`src/rtl/pc_sequencer.sv`:
```
// pc_sequencer: registered program counter for the 8-bit processor fetch stage.
// Next-PC sources are sequential, PC-relative branch, absolute jump, and
// call/return through a circular return-address stack.
// Optional build macro PC_SEQ_RAS_EN: when defined the return-address stack is
// present; when undefined, call acts as jump, ret is ignored and both RAS
// flags are tied low.
module pc_sequencer #(
   parameter int PC_WIDTH  = 8,
   parameter int RESET_PC  = 0,
   parameter int RAS_DEPTH = 4
) (
   input  logic                clk,
   input  logic                rst_n,
   input  logic                stall,
   input  logic                branch_taken,
   input  logic                jump,
   input  logic                call,
   input  logic                ret,
   input  logic [PC_WIDTH-1:0] offset,
   input  logic [PC_WIDTH-1:0] jump_target,
   output logic [PC_WIDTH-1:0] pc,
   output logic [PC_WIDTH-1:0] next_pc,
   output logic                ras_overflow,
   output logic                ras_underflow
);

   logic [PC_WIDTH-1:0] pc_q;
   logic [PC_WIDTH-1:0] pc_d;
   logic [PC_WIDTH-1:0] seq_pc;

   // Sequential successor, also the return address a call pushes.
   // Offset is same-width two's complement, so plain modulo addition
   // gives sign extension for free.
   assign seq_pc = pc_q + PC_WIDTH'(1);

`ifdef PC_SEQ_RAS_EN
   localparam int PTR_W = $clog2(RAS_DEPTH);

   logic [PC_WIDTH-1:0] ras_mem_q [RAS_DEPTH];
   logic [PTR_W-1:0]    ptr_q, ptr_d;
   logic [PTR_W:0]      count_q, count_d;
   logic                ovf_q, ovf_d;
   logic                unf_q, unf_d;
   logic                ras_empty;
   logic                ras_full;
   logic                do_push;
   logic [PC_WIDTH-1:0] ras_top;

   // ptr_q is the slot the next push writes; the top entry sits just below it.
   // When full, ptr_q also points at the oldest entry, so a push overwrites it.
   assign ras_empty = (count_q == '0);
   assign ras_full  = (count_q == (PTR_W+1)'(RAS_DEPTH));
   assign ras_top   = ras_mem_q[ptr_q - PTR_W'(1)];

   // Next-PC priority (ret > call/jump > branch > sequential) and RAS next state.
   always_comb begin
      next_pc = seq_pc;
      ptr_d   = ptr_q;
      count_d = count_q;
      ovf_d   = 1'b0;
      unf_d   = 1'b0;
      do_push = 1'b0;
      if (ret) begin
         if (ras_empty) begin
            next_pc = seq_pc;
            unf_d   = 1'b1;
         end else begin
            next_pc = ras_top;
            ptr_d   = ptr_q - PTR_W'(1);
            count_d = count_q - (PTR_W+1)'(1);
         end
      end else if (call) begin
         next_pc = jump_target;
         do_push = 1'b1;
         ptr_d   = ptr_q + PTR_W'(1);
         if (ras_full) begin
            ovf_d = 1'b1;
         end else begin
            count_d = count_q + (PTR_W+1)'(1);
         end
      end else if (jump) begin
         next_pc = jump_target;
      end else if (branch_taken) begin
         next_pc = seq_pc + offset;
      end
      // A stalled edge holds everything and emits no flags.
      pc_d = next_pc;
      if (stall) begin
         pc_d    = pc_q;
         ptr_d   = ptr_q;
         count_d = count_q;
         ovf_d   = 1'b0;
         unf_d   = 1'b0;
         do_push = 1'b0;
      end
   end

   // PC, stack pointer, occupancy and one-cycle flag registers.
   always_ff @(posedge clk or negedge rst_n) begin
      if (!rst_n) begin
         pc_q    <= PC_WIDTH'(RESET_PC);
         ptr_q   <= '0;
         count_q <= '0;
         ovf_q   <= 1'b0;
         unf_q   <= 1'b0;
      end else begin
         pc_q    <= pc_d;
         ptr_q   <= ptr_d;
         count_q <= count_d;
         ovf_q   <= ovf_d;
         unf_q   <= unf_d;
      end
   end

   // Stack storage; validity is tracked by count_q, so data needs no reset.
   always_ff @(posedge clk) begin
      if (do_push) begin
         ras_mem_q[ptr_q] <= seq_pc;
      end
   end

   assign ras_overflow  = ovf_q;
   assign ras_underflow = unf_q;
`else
   localparam int unused_ras_depth = RAS_DEPTH;
   logic unused_ret;
   assign unused_ret = ret;

   // Next-PC priority without a stack: call is a plain jump, ret is ignored.
   always_comb begin
      next_pc = seq_pc;
      if (call || jump) begin
         next_pc = jump_target;
      end else if (branch_taken) begin
         next_pc = seq_pc + offset;
      end
      pc_d = stall ? pc_q : next_pc;
   end

   // PC register.
   always_ff @(posedge clk or negedge rst_n) begin
      if (!rst_n) begin
         pc_q <= PC_WIDTH'(RESET_PC);
      end else begin
         pc_q <= pc_d;
      end
   end

   assign ras_overflow  = 1'b0;
   assign ras_underflow = 1'b0;
`endif

   assign pc = pc_q;

endmodule
```
`config.mk`:
```
export PLATFORM = sky130hd
export DESIGN_NAME = pc_sequencer
export DESIGN_NICKNAME = d
export VERILOG_FILES = /design/src/rtl/pc_sequencer.sv
export SDC_FILE = /design/constraint.sdc
export NUM_CORES = 1
export LEC_CHECK = 0
export ABC_AREA = 1
export BUFFER_PORTS_ARGS = -buffer_cell sky130_fd_sc_hd__buf_2
export CORE_MARGIN = 4
export CORE_UTILIZATION = 47
export DETAILED_ROUTE_END_ITERATION = 7
export PLACE_DENSITY = 0.79
export REMOVE_ABC_BUFFERS = 1
export SKIP_CTS_REPAIR_TIMING = 1
export SLEW_MARGIN = 0
export SYNTH_ARGS = -nofsm -noshare
export SYNTH_HDL_FRONTEND = slang
export SYNTH_SLANG_ARGS = --single-unit
```
`constraint.sdc`:
```
create_clock -name clk -period 3.1 [get_ports clk]
set_input_delay 0.465 -clock clk [delete_from_list [all_inputs] [get_ports clk]]
set_output_delay 0.465 -clock clk [all_outputs]
set_load 0.05 [all_outputs]
```
==> metrics.csv <==
metric;value;unit
status;completed;
cp_max_fo;4;
p_total;0.568;mW
power.leakage;0.715;nW
yosys.area.top_type;dfrtp_1;
async_flop_share;100;%
numCtsBuffers;3;
die-area;2880;µm²
syn_inst;149;
final_util;65.5;%
tns;0;ns
setup_viol;0;
drt_iter0_markers;11;
yosysMostFrequentCell;nand2_1;
rsz0062_at_grt;true;
synth_top_area_share;20.4;%
cts.sinks;8;
fmax;332;MHz
ys_top_cells_by_count;48 x nand2_1, 15 x nand3_1, 14 x inv_1, 9 x ha_1, 9 x o21ai_0;
timing.final.crit_share;97.3;%
drive_above_1_share;36.8;%
place.gp.congestion;0.810;
yosys_register_bits;8;
routed-via-count;1071;
grt_pass1_vias;966;
start_util;49.5;%
synth_area_leaders;dfrtp_1 20%, nand2_1 18%, ha_1 11%, nand3_1 7.7%, inv_1 5.4%;
cts_root_buf;clkbuf_4;
ant_nets;0;
maxCapViolCount;0;
vias_per_cell;4.94;
fin_worst_skew;0.000481;ns
die_h;53.7;µm
hold_viol_final;0;
fin_nets;225;
worstPathArrival;2.55;ns
clk_latency;0.24;ns
instances_no_fill;217;
min_path_type;primary input to asynchronous set/reset pin;
wl;2.48;mm
period_needed;3.02;ns
syn_area;981;µm²
grt_pass1_wl;3.82;mm
dpl.hpwl;2.07;mm
core;1980;µm²
cp_top_family;simple AND/OR/NAND/NOR gates;
antenna_cells;0;
nFillCells;173;
ctsLongestPathBuffers;2;
hold_slack;0.0532;ns
crit_chain;ha_2 > nand2_2 > nor2_1 > nand2_1 > xnor2_2 > ha_4 > nand2_2 > inv_2 > nand2_2 > nand2_2 > a21oi_2 > inv_1 > nand2_1 > nand3_2 > a21boi_1 > buf_4;
slowest_delay;0.38;ns
synth_warnings;0;
ioPinCount;41;
antenna_found_initial;0;
remaining_drc_errors;0;
crit_slowest_cell;dfrtp_1;
fp.dieW;53.7;µm
placed_cells;212;
critPathLaunchType;flip-flop;
rows;16;
synth_area_per_cell;6.58;µm²
dr.pass1.iters;4;
drv_slew;0;
worstSetupPathType;flip-flop to primary output;
grt_usage;17.9;%
critPathMostFrequentCell;nand2_2;
synth_edf_count;0;
p_per_area;437;nW/µm²
h-tree-depth;1;
grt_max_degree;14;
syn_to_final_growth;32.4;%
gr-total-overflow;0;
largest_reg_flops;8;
rrSetupSlack;0.87;ns
cp_num_buf_inv;3;
clk_pin_slew;0.05;ns
cts_tree;done;
wl_per_cell;11.4;µm
cp.required;2.63;ns
ys.flop_type;dfrtp_1;
vdd_ir_drop_max;363;µV
worstSetupEndpointType;primary output;
seq_area_frac_synth;20.4;%
io_buffers;37;
yosysUniqueCellTypes;29;
## metrics by stage
stage,cell area (µm²),setup WS [ns]
after floorplan,965,-0.332
after global placement,1190,0.312
after detailed placement,1190,0.235
after CTS,1210,-0.0403
after global routing,1300,-0.101
final,1300,0.0846
## layout by cell type, fill, tap and decap left out, types with 3 or more instances in the layout
cell type	count
inv_2	3
buf_2	34
nand2_1	44
xor2_2	3
inv_1	12
nand2_2	7
ha_1	6
buf_4	5
o21ai_1	3
o21ai_0	9
nor2_1	8
dfrtp_1	7
nand3_1	14
a21oi_1	4
clkbuf_4	4
## cells by family after synthesis
logic type                 after synthesis  share of synthesized area, %
and+or+nand+nor                         82                          38.0
AOI/OAI and AO/OA                       24                          13.5
buffers and inverters                   19                          8.16
adders and majority gates               10                          13.5
DFF                                      8                          20.4
xor gates and xnor gates                 5                          6.00
other                                    1                         0.382
## where the power goes
part / leakage, nW / total, mW / switching (mW) / internal (mW)
Clock: 0.0138 / 0.0724 / 0.0286 / 0.0438
Combinational: 0.605 / 0.359 / 0.241 / 0.118
Sequential: 0.0963 / 0.137 / 0.0185 / 0.118
## layout make-up
type / count / area [µm²] / area share (%)
clock buffer: 3 / 22.5 / 1.73
inverter: 16 / 60.1 / 4.62
multi-input combinational: 123 / 766 / 59.0
sequential: 8 / 201 / 15.5
tap: 27 / 33.8 / 2.60
timing repair buffer: 40 / 215 / 16.6
## layer usage
| metal | global-route usage, % | wire length, µm |
|---|---|---|
| met2 | 31.9 | 1300 |
| met4 | 8.09 | 21 |
| met5 | 0 | 0 |
| met3 | 1.94 | 71 |
| met1 | 21.3 | 1080 |
## path summary, 6_finish.rpt
path / start / end / cells past startpoint
min in group clk: stall / pc[4]$_DFFE_PN0N_ / 3
max in group asynchronous: rst_n / pc[2]$_DFFE_PN0N_ / 1
setup reg to reg: pc[1]$_DFFE_PN0N_ / pc[7]$_DFFE_PN0N_ / 16
hold reg to reg: pc[4]$_DFFE_PN0N_ / pc[4]$_DFFE_PN0N_ / 2
setup / recovery: pc[1]$_DFFE_PN0N_ / next_pc[7] / 16
hold / removal: rst_n / pc[7]$_DFFE_PN0N_ / 1
Power figures use the tool's default switching activity.
